File: src/rtl/morse_key_controller.sv
// Debounces a raw telegraph key and classifies presses/gaps into Dot, Dash, EndSeq, Space strobes.
// Strobes are registered, DebounceCycles+1 after the raw edge; no backpressure, downstream must accept every strobe.
module morse_key_controller #(
   parameter int UnitCycles     = 8,
   parameter int DebounceCycles = 4,
   parameter int MaxSymbols     = 5
) (
   input  logic       Clk,
   input  logic       Reset,
   input  logic       KeyIn,
   input  logic       ClearReq,
   output logic       Dot,
   output logic       Dash,
   output logic       EndSeq,
   output logic       Space,
   output logic       Clear,
   output logic [2:0] SymCount,
   output logic       Overflow,
   output logic       Idle
);

   localparam int CntMax = 7 * UnitCycles;
   localparam int CntW   = $clog2(CntMax + 1);
   localparam int DbW    = $clog2(DebounceCycles + 1);

   localparam logic [CntW-1:0] DotLimit  = CntW'(2 * UnitCycles);
   localparam logic [CntW-1:0] LetterGap = CntW'(3 * UnitCycles);
   localparam logic [CntW-1:0] WordGap   = CntW'(CntMax);
   localparam logic [CntW-1:0] SpaceAt   = CntW'(CntMax - 1);
   localparam logic [DbW-1:0]  DbLast    = DbW'(DebounceCycles - 1);
   localparam logic [2:0]      SymLimit  = 3'(MaxSymbols);

   localparam logic [1:0] IDLE    = 2'd0;
   localparam logic [1:0] PRESS   = 2'd1;
   localparam logic [1:0] GAP     = 2'd2;
   localparam logic [1:0] DISCARD = 2'd3;

   logic            keyClean;
   logic [DbW-1:0]  runCnt;
   logic [1:0]      state;
   logic [CntW-1:0] lenCnt;
   logic [CntW-1:0] gapCnt;

   // Any sample equal to the current clean level restarts the run.
   always_ff @(posedge Clk) begin
      if (Reset) begin
         keyClean <= 1'b0;
         runCnt   <= '0;
      end else if (KeyIn == keyClean) begin
         runCnt <= '0;
      end else if (runCnt == DbLast) begin
         keyClean <= KeyIn;
         runCnt   <= '0;
      end else begin
         runCnt <= runCnt + DbW'(1);
      end
   end

   always_ff @(posedge Clk) begin
      if (Reset) begin
         state    <= IDLE;
         lenCnt   <= '0;
         gapCnt   <= '0;
         SymCount <= 3'd0;
         Overflow <= 1'b0;
         Dot      <= 1'b0;
         Dash     <= 1'b0;
         EndSeq   <= 1'b0;
         Space    <= 1'b0;
         Clear    <= 1'b0;
      end else begin
         Dot    <= 1'b0;
         Dash   <= 1'b0;
         EndSeq <= 1'b0;
         Space  <= 1'b0;
         Clear  <= ClearReq;
         if (ClearReq) begin
            SymCount <= 3'd0;
            Overflow <= 1'b0;
            lenCnt   <= '0;
            gapCnt   <= '0;
            state    <= keyClean ? DISCARD : IDLE;
         end else begin
            case (state)
               IDLE: begin
                  if (keyClean) begin
                     state  <= PRESS;
                     lenCnt <= CntW'(1);
                  end
               end
               PRESS: begin
                  if (keyClean) begin
                     if (lenCnt != WordGap) lenCnt <= lenCnt + CntW'(1);
                  end else begin
                     // A full sequence swallows the press but remembers it happened.
                     if (SymCount == SymLimit) begin
                        Overflow <= 1'b1;
                     end else begin
                        Dot      <= (lenCnt < DotLimit);
                        Dash     <= (lenCnt >= DotLimit);
                        SymCount <= SymCount + 3'd1;
                     end
                     state  <= GAP;
                     gapCnt <= CntW'(1);
                     lenCnt <= '0;
                  end
               end
               GAP: begin
                  if (keyClean) begin
                     if (gapCnt >= LetterGap) begin
                        EndSeq   <= (SymCount != 3'd0);
                        SymCount <= 3'd0;
                     end
                     state  <= PRESS;
                     lenCnt <= CntW'(1);
                     gapCnt <= '0;
                  end else if (gapCnt >= SpaceAt) begin
                     Space    <= (SymCount != 3'd0);
                     SymCount <= 3'd0;
                     gapCnt   <= WordGap;
                     state    <= IDLE;
                  end else begin
                     gapCnt <= gapCnt + CntW'(1);
                  end
               end
               DISCARD: begin
                  if (!keyClean) state <= IDLE;
               end
               default: state <= IDLE;
            endcase
         end
      end
   end

   assign Idle = (state == IDLE);

endmodule

File: config.mk
export PLATFORM = sky130hd
export DESIGN_NAME = morse_key_controller
export DESIGN_NICKNAME = d
export VERILOG_FILES = /design/src/rtl/morse_key_controller.sv
export SDC_FILE = /design/constraint.sdc
export NUM_CORES = 1
export LEC_CHECK = 0
export ABC_CLOCK_PERIOD_IN_PS = 3700
export CELL_PAD_IN_SITES_DETAIL_PLACEMENT = 0
export CELL_PAD_IN_SITES_GLOBAL_PLACEMENT = 1
export CORE_ASPECT_RATIO = 0.75
export CORE_MARGIN = 1
export CORE_UTILIZATION = 45
export DETAILED_ROUTE_END_ITERATION = 8
export GPL_ROUTABILITY_DRIVEN = 1
export HOLD_SLACK_MARGIN = 0.08
export PLACE_DENSITY = 0.9
export SLEW_MARGIN = 0
export SYNTH_ARGS = -nofsm -noshare
export SYNTH_HDL_FRONTEND = slang
export SYNTH_SLANG_ARGS = --single-unit
File: constraint.sdc
create_clock -name Clk -period 3.7 [get_ports Clk]
set_clock_uncertainty 0.05 [all_clocks]
set_input_delay 1.11 -clock Clk [delete_from_list [all_inputs] [get_ports Clk]]
set_output_delay 1.11 -clock Clk [all_outputs]
set_load 0.02 [all_outputs]
==> flow_summary.toml <==
[timing]
setup_viol_count_final = 0
hold_viol = 0
whs_ns = 0.382
slew_headroom_pct = 57.7
slew_violations = 0
max_freq_mhz = 377
post-route-period-util_pct = 71.7
period_needed_ns = 2.65
rsz0062_at_grt = "no"
tightest_slew_ns = 0.633
timing.setup.tns_ns = 0

[place]
placed_area_sq_um = 1500
hpwl_um = 1990
gp_congestion = 0.834
portBuffers = 13

[routing]
ant_nets = 0
first_iter_violations = 45
vias = 1153
wl_per_cell_um = 13.5
drcViolationCount = 0
wl_um = 2790
dr.pass1.iters = 4
vias_per_cell = 5.60

[floorplanning]
dieHeight_um = 49.7
rows = 16
core_area_sq_um = 2740
die_width_um = 65.6
ios = 14
start_util_pct = 49.8
die-area_sq_um = 3260

[finish]
area_delta_synth_final_pct = 13.1
num-fill-cells = 262
drive_gt1_share_pct = 5.88
fin_area_sq_um = 1550
n_antenna_cell = 0
nNetsFinal = 184

[logic_synthesis]
synth_area_sq_um = 1370
synth.most_common_cell = "dfxtp_1"
synth_area_leaders = "dfxtp_1 (40%), ha_1 (8.2%), nand3_1 (4.0%)"
synth_nets = 173
yosysWarnings = 0
synthFlopType = "dfxtp_1"
synth_common_cells = "dfxtp_1 (27), nand2_1 (14), nor2_1 (13)"
syn_inst = 160
synth_top_cell_area_share_pct = 39.6
synth-seq-cells = 27
synth-seq-area-share_pct = 39.6
synth_edf_count = 0
ys_async_sr_fraction_pct = 0
yosysTopAreaCell = "dfxtp_1"
synth.avg_cell_area_sq_um = 8.54
synth_cell_types = 39

[cts]
clock_path_buffers = 2
cts_buffers = 3
post-cts-setup-buffers = 0
cts_sinks = 27
htree_levels = 1
clkLatencyLatePin_ns = 0.28
ctsHoldBuffers = 0
root_buffer = "clkbuf_8"
clk_pin_slew_ns = 0.10
cts_resized = 0
cts_tree = "yes"

[setup_path]
critical_path_required_ns = 2.54
crit_type = "flip-flop to output pin"
path_max_fanout = 10
arrival_ns = 1.49
cp-end-kind = "output pin"
critPathLaunchType = "flip-flop"
reg2reg_depth = 4
rr_startpoint = "keyClean$_SDFFE_PP0P_"
rr_endpoint = "lenCnt[5]$_SDFFE_PP0P_"
r2r_slack_ns = 1.96

[global_routing]
grt_pass1_vias = 1054
grt_max_degree = 19
grt_util_all_layers_pct = 19.2
grt_pass1_wl_um = 4810
overflow = 0
antenna_found_initial = 0

[min_path]
hp-class = "flip-flop to flip-flop"
worst_hold_path.endpoint = "runCnt[0]$_SDFF_PP0_"
min_from = "runCnt[0]$_SDFF_PP0_"
whs_path_depth = 1

[power]
power_density_nw_per_um2 = 315
ir_worst_vdd_mv = 0.277
leakage_nw = 0.533

[outcome]
status = "finished, final reports clean"

[run]
drv_cap = 0
[cells in the final DEF, fill, tap and decap left out, types with 2 or more instances in the layout]
cell | Yosys | layout
a21oi_1 | 9 | 9
nor2b_1 | 4 | 4
a31oi_1 | 4 | 4
nor4_1 | 2 | 2
or3_1 | 2 | 2
xnor2_1 | 6 | 6
mux2i_1 | 2 | 2
dfxtp_1 | 27 | 27
nand2_1 | 14 | 14
nand4_1 | 5 | 5
inv_1 | 10 | 10
clkdlybuf4s50_1 | 0 | 13
a211o_1 | 2 | 2
clkbuf_8 | 0 | 3
nand3_1 | 11 | 11
ha_1 | 9 | 9
nor2_1 | 13 | 13
nor3_1 | 3 | 3
a211oi_1 | 3 | 3
o21ai_0 | 6 | 6
nand2b_1 | 4 | 4
[critical path: stages (launching register included)]
cell	delay (ns)
dfxtp_1	0.58
nor2_1	0.09
clkdlybuf4s50_1	0.55
[how the worst max path moves through the flow]
stage                          startpoint                     end  slack (ns)  cells after the start
floorplan                        ClearReq  lenCnt[2]$_SDFFE_PP0P_        1.63                      5
global placement                    Reset  lenCnt[1]$_SDFFE_PP0P_        1.06                      5
detailed placement                  Reset  lenCnt[1]$_SDFFE_PP0P_        0.92                      5
CTS                 state[1]$_SDFFE_PP0P_                    Idle        1.03                      2
global route        state[1]$_SDFFE_PP0P_                    Idle        0.96                      2
finish              state[1]$_SDFFE_PP0P_                    Idle        1.05                      2
[logic make-up (layout without fill, tap and decap cells)]
kind of cell | after synthesis | count (layout) | share of synthesized area [%]
flip-flops | 27 | 27 | 39.6
AND/OR/NAND/NOR | 67 | 67 | 26.2
adder cells (fa/ha/maj) | 9 | 9 | 8.24
multiplexers | 2 | 2 | 1.47
XOR/XNOR | 6 | 6 | 3.85
buffers and inverters | 17 | 27 | 6.04
AO/OA/AOI/OAI | 32 | 32 | 14.7
[flip-flops by register name, indices dropped and copies added (netlist names)]
register	flops
Dot	1
Clear	1
keyClean	1
Overflow	1
EndSeq	1
Dash	1
runCnt	3
SymCount	3
lenCnt	6
state	2
gapCnt	6
Space	1
[per-layer routing]
layer,share of wire [%],vias to the layer above,track usage (%)
met5,0,-,0
met4,0.39,0,3.26
met3,3.3,2,4.17
met2,45,19,31.5
met1,51,549,25.9
li1,-,583,-
[where the power goes]
group | total (mW) | internal (mW) | switching, mW | leakage (nW)
clock network | 0.174 | 0.0765 | 0.0973 | 0.0217
logic | 0.0185 | 0.00796 | 0.0105 | 0.293
registers | 0.294 | 0.292 | 0.00153 | 0.218
total | 0.486 | 0.377 | 0.109 | 0.533
[through the flow]
stage,worst slack [ns],util (%),std cells,power (mW)
global route,0.958,56.3,206,0.503
global placement,1.06,54.6,202,0.318
CTS,1.03,56.3,206,0.491
floorplan,1.63,-,160,0.311
finish,1.05,56.3,206,0.486
detailed placement,0.917,54.6,202,0.319
[layout make-up]
type	instances	area, sq um	share of cell area [%]
tap	36	45.0	2.91
timing repair buffer	13	130	8.42
multi-input combinational	116	743	48.1
clock inverter	1	7.51	0.486
inverter	10	37.5	2.43
clock buffer	3	41.3	2.67
sequential	27	541	35.0
No activity file was read; power rests on OpenSTA's default activity.
